===== config.mk =====
export PLATFORM = sky130hd
export DESIGN_NAME = fft_loader
export DESIGN_NICKNAME = d
export VERILOG_FILES = /design/src/rtl/fft_pkg.sv /design/src/rtl/fft_loader.sv
export SDC_FILE = /design/constraint.sdc
export NUM_CORES = 1
export LEC_CHECK = 0
export BUFFER_PORTS_ARGS = -buffer_cell sky130_fd_sc_hd__buf_2
export CAP_MARGIN = 20
export CORE_MARGIN = 2
export CORE_UTILIZATION = 53
export CTS_BUF_LIST = sky130_fd_sc_hd__clkbuf_16
export DETAILED_ROUTE_END_ITERATION = 8
export PLACE_DENSITY_LB_ADDON = 0.1
export SLEW_MARGIN = 20
export SYNTH_ARGS = -nofsm -noshare
export SYNTH_HDL_FRONTEND = slang
export SYNTH_SLANG_ARGS = --single-unit

===== constraint.sdc =====
create_clock -name clk -period 8.4 [get_ports clk]
set_input_delay 0.84 -clock clk [delete_from_list [all_inputs] [get_ports clk]]
set_output_delay 0.84 -clock clk [all_outputs]
set_load 0.1 [all_outputs]

===== src/rtl/fft_pkg.sv =====
// Shared types and helpers for the FFT front end: loader FSM states,
// Q-format constants and the bit-reversal used for in-place FFT addressing.
package fft_pkg;

    localparam int unsigned FFT_WIDTH = 16;
    localparam int unsigned FFT_N_2   = 5;
    localparam int unsigned QSHIFT    = FFT_WIDTH - 1;

    typedef enum logic {
        FILL = 1'b0,
        BUSY = 1'b1
    } loader_state_t;

    function automatic logic [FFT_N_2-1:0] bitrev(input logic [FFT_N_2-1:0] a);
        logic [FFT_N_2-1:0] r;
        r = '0;
        for (int i = 0; i < int'(FFT_N_2); i++) begin
            r[FFT_N_2-1-i] = a[i];
        end
        return r;
    endfunction

endpackage


===== src/rtl/fft_loader.sv =====
// Hann-window and load stage: scales incoming samples by the LUT coefficient
// and writes complex words to FFT RAM at bit-reversed addresses.
module fft_loader
    import fft_pkg::*;
#(
    parameter int unsigned width = FFT_WIDTH,
    parameter int unsigned N_2   = FFT_N_2
) (
    input  logic                 clk,
    input  logic                 reset,
    input  logic                 sample_valid,
    input  logic [23:0]          sample,
    input  logic                 fft_done,
    output logic [N_2-1:0]       hann_idx,
    input  logic [width-1:0]     hann_coef,
    output logic                 load_we,
    output logic [N_2-1:0]       load_adr,
    output logic [2*width-1:0]   load_wd,
    output logic                 fft_start,
    output logic                 overrun
);

    localparam int unsigned N = 1 << N_2;

    loader_state_t state, state_nxt;
    logic          accept_c;
    logic          last_c;
    logic [N_2-1:0] count;

    // stage 1: captured sample, waiting for the LUT coefficient
    logic                    s1_valid;
    logic                    s1_last;
    logic signed [width-1:0] s1_sample;
    logic [N_2-1:0]          s1_idx;

    // stage 2: windowed result
    logic                    s2_valid;
    logic                    s2_last;
    logic [width-1:0]        s2_result;
    logic [N_2-1:0]          s2_idx;

    logic                    out_last;

    logic signed [2*width-1:0] prod_c;
    logic signed [2*width-1:0] shifted_c;
    logic                      unused_lsb_c;

    assign unused_lsb_c = ^sample[23-width:0];
    assign last_c       = (count == N_2'(N - 1));

    always_ff @(posedge clk or posedge reset) begin
        if (reset) begin
            state <= FILL;
        end else begin
            state <= state_nxt;
        end
    end

    always_comb begin
        state_nxt = state;
        accept_c  = 1'b0;
        case (state)
            FILL: begin
                if (sample_valid) begin
                    accept_c = 1'b1;
                    if (last_c) begin
                        state_nxt = BUSY;
                    end
                end
            end
            BUSY: begin
                if (fft_done) begin
                    state_nxt = FILL;
                end
            end
            default: state_nxt = FILL;
        endcase
    end

    // count wraps only when the final index moves us to BUSY
    always_ff @(posedge clk or posedge reset) begin
        if (reset) begin
            count    <= '0;
            hann_idx <= '0;
            overrun  <= 1'b0;
        end else begin
            if (accept_c) begin
                hann_idx <= count;
                count    <= last_c ? '0 : count + N_2'(1);
            end else if (state == BUSY && fft_done) begin
                count <= '0;
            end
            if (state == BUSY && sample_valid) begin
                overrun <= 1'b1;
            end
        end
    end

    always_ff @(posedge clk or posedge reset) begin
        if (reset) begin
            s1_valid  <= 1'b0;
            s1_last   <= 1'b0;
            s1_sample <= '0;
            s1_idx    <= '0;
        end else begin
            s1_valid <= accept_c;
            if (accept_c) begin
                s1_last   <= last_c;
                s1_sample <= sample[23 -: width];
                s1_idx    <= count;
            end
        end
    end

    // coefficient is at most 0x7FFF, so the shifted product always fits width
    assign prod_c    = s1_sample * $signed(hann_coef);
    assign shifted_c = prod_c >>> QSHIFT;

    always_ff @(posedge clk or posedge reset) begin
        if (reset) begin
            s2_valid  <= 1'b0;
            s2_last   <= 1'b0;
            s2_result <= '0;
            s2_idx    <= '0;
        end else begin
            s2_valid <= s1_valid;
            if (s1_valid) begin
                s2_last   <= s1_last;
                s2_result <= shifted_c[width-1:0];
                s2_idx    <= s1_idx;
            end
        end
    end

    always_ff @(posedge clk or posedge reset) begin
        if (reset) begin
            load_we   <= 1'b0;
            load_adr  <= '0;
            load_wd   <= '0;
            out_last  <= 1'b0;
            fft_start <= 1'b0;
        end else begin
            load_we   <= s2_valid;
            out_last  <= s2_valid & s2_last;
            fft_start <= load_we & out_last;
            if (s2_valid) begin
                load_adr <= bitrev(s2_idx);
                load_wd  <= {s2_result, width'(0)};
            end
        end
    end

endmodule

==> metrics.csv <==
metric,value,unit
outcome,"finished, final reports clean",
cts_root_buf,clkbuf_16,
grt_setup_unrepaired,no,
numCtsBuffers,9,
numPortBuffers,64,
layout.nets,1618,
synth_cell_types,56,
drv_cap,0,
cts_tree,yes,
synth-seq-area-share,15.7,%
cts.sinks,77,
drt_iter0_markers,358,
grt_pass1_wl,44200,um
via_per_inst,5.17,
ys_warn_count,0,
gp_congestion,0.820,
path_class,in -> reg,
finalSetupTns,0,ps
slew_violations,0,
wl_per_cell,16.7,um
synth_top_cells_by_count,"inv_1, fa_1, nand2_1, and2_1, ha_1",
hold_viol_final,0,
async_reset_ff_share,100,%
num-fill-cells,2014,
slew_headroom,37.7,%
core,22600,sq um
first_pass_iters,4,
drive_gt1_share,12.5,%
fin_crit_sh,79.4,%
dp_hpwl,19800,um
max_freq,150,MHz
ant_nets,0,
totalWireLength,25500,um
worst_pin_slew,935,ps
cts_resized,0,
num_antenna_cells,0,
grt_pass1_vias,8784,
die_y,156,um
cp_data_required_time,8630,ps
synth.most_common_cell,inv_1,
end_kind,flop,
synth_top_area_share,41.7,%
num_vias,7905,
setup_viol,0,
post_cts_buffers,0,
hold_path_class,reg -> reg,
yosys-top-cells-area,"fa_1, dfrtp_1, inv_1",
dieArea,24300,sq um
htreeDepth,3,
period_minus_slack,6670,ps
antenna_found_initial,1,
syn2layout_area_growth,6.68,%
cp-start-kind,input port,
chipWidth,156,um
clockBufferDepth,2,
grt-ovfl-total,0,
synth-edff-count,0,
ios,89,
clk_latency,340,ps
drc,0,
track_usage,23.5,%
skew,11.1,ps
rows,55,
yosysTopAreaCell,fa_1,
ctsHoldBuffers,0,
ys_ff_latch,77,
syn_inst,1202,
synth_area_per_cell,10.2,sq um
synthFlopType,dfrtp_1,
cp.arrival,6900,ps
clkTransAtPathRegs,60,ps
syn-cell-area,12200,sq um
grt_max_degree,78,
start_util,54.1,%
cp_max_fo,16,
[stage by stage]
step | area, sq um | setup WS, ps | util, % | hold WS [ps] | std cells
2_1_floorplan | 12300 | 1890 | - | 352 | 1217
3_3_place_gp | 12700 | 1350 | 56.3 | 433 | 1514
3_5_place_dp | 12700 | 1340 | 56.3 | 438 | 1514
4_1_cts | 13100 | 1680 | 57.7 | 452 | 1529
5_1_grt | 13100 | 1280 | 57.7 | 481 | 1529
6_report | 13100 | 1730 | 57.7 | 450 | 1529
[cell usage in the layout (no fill, tap or decap), types with 4 or more instances in the layout]
cell       instances
buf_4              4
nand2b_1           6
ha_1              79
xnor2_1           20
xor2_1             4
conb_1            16
nand2_1          140
o21ai_0           11
fa_1             255
and2_1           119
nand4_1            5
clkbuf_16          9
nor2_1            18
a21o_1             9
a21oi_1           10
mux2_2            57
nor3_1             4
buf_2             64
inv_1            279
dfrtp_1           77
[path summary, 6_finish.rpt]
kind	start	endpoint	cells after the start	slack (ps)
hold reg to reg	out_last	fft_start	1	450
setup reg to reg	s1_sample[15]	s2_result[14]	20	1790
min in group asynchronous	reset	fft_start	3	660
max in group asynchronous	reset	s1_sample[0]	3	7230
hold / removal	out_last	fft_start	1	450
setup / recovery	hann_coef[1]	s2_result[14]	21	1730
[worst max-delay path, cell delays in order]
cell and delay [ps]:
buf_2 220, nand2_1 160, inv_1 100, fa_1 730, inv_1 110, fa_1 570
inv_1 300, fa_1 500, fa_1 500, fa_1 490, inv_1 50, fa_1 470
inv_1 40, ha_1 310, o21ai_0 220, a211oi_2 150, a2111oi_2 360, o211ai_2 190
a31oi_1 240, xnor2_1 80, mux2_2 250
[registers in the layout, indices dropped and copies added, names as in the netlist, 5 cells and up]
signal	flops
load_wd	16
s1_sample	16
s2_result	16
count	5
load_adr	5
s1_idx	5
s2_idx	5
[cell families after synthesis]
logic type	share of synthesized area (%)
compound gates	4.17
xor+xnor	1.72
fa+ha+maj	49.8
buf+inv	10.9
flops	15.7
mux	5.32
other cells	0.0306
simple gates	12.4
[area by class of cell]
type | instances | area (sq um) | area share, %
Clock buffer | 9 | 225 | 1.72
Clock inverter | 6 | 88.8 | 0.680
Inverter | 281 | 1060 | 8.08
Multi-Input combinational cell | 802 | 9050 | 69.3
Sequential cell | 77 | 1930 | 14.8
Tap cell | 285 | 357 | 2.73
Timing Repair Buffer | 69 | 362 | 2.77
[layer usage]
| metal | vias to the layer above | wire (um) | global-route usage, % |
|---|---|---|---|
| met2 | 155 | 13100 | 41.5 |
| li1 | 3611 | - | - |
| met5 | - | 0 | 0 |
| met3 | 41 | 903 | 2.81 |
| met1 | 4098 | 10800 | 30.8 |
| met4 | 0 | 635 | 6.86 |
Power is left out: the tool's default activity adds up to more than one toggle a clock period on the data nets, which glitch-free logic cannot reach.
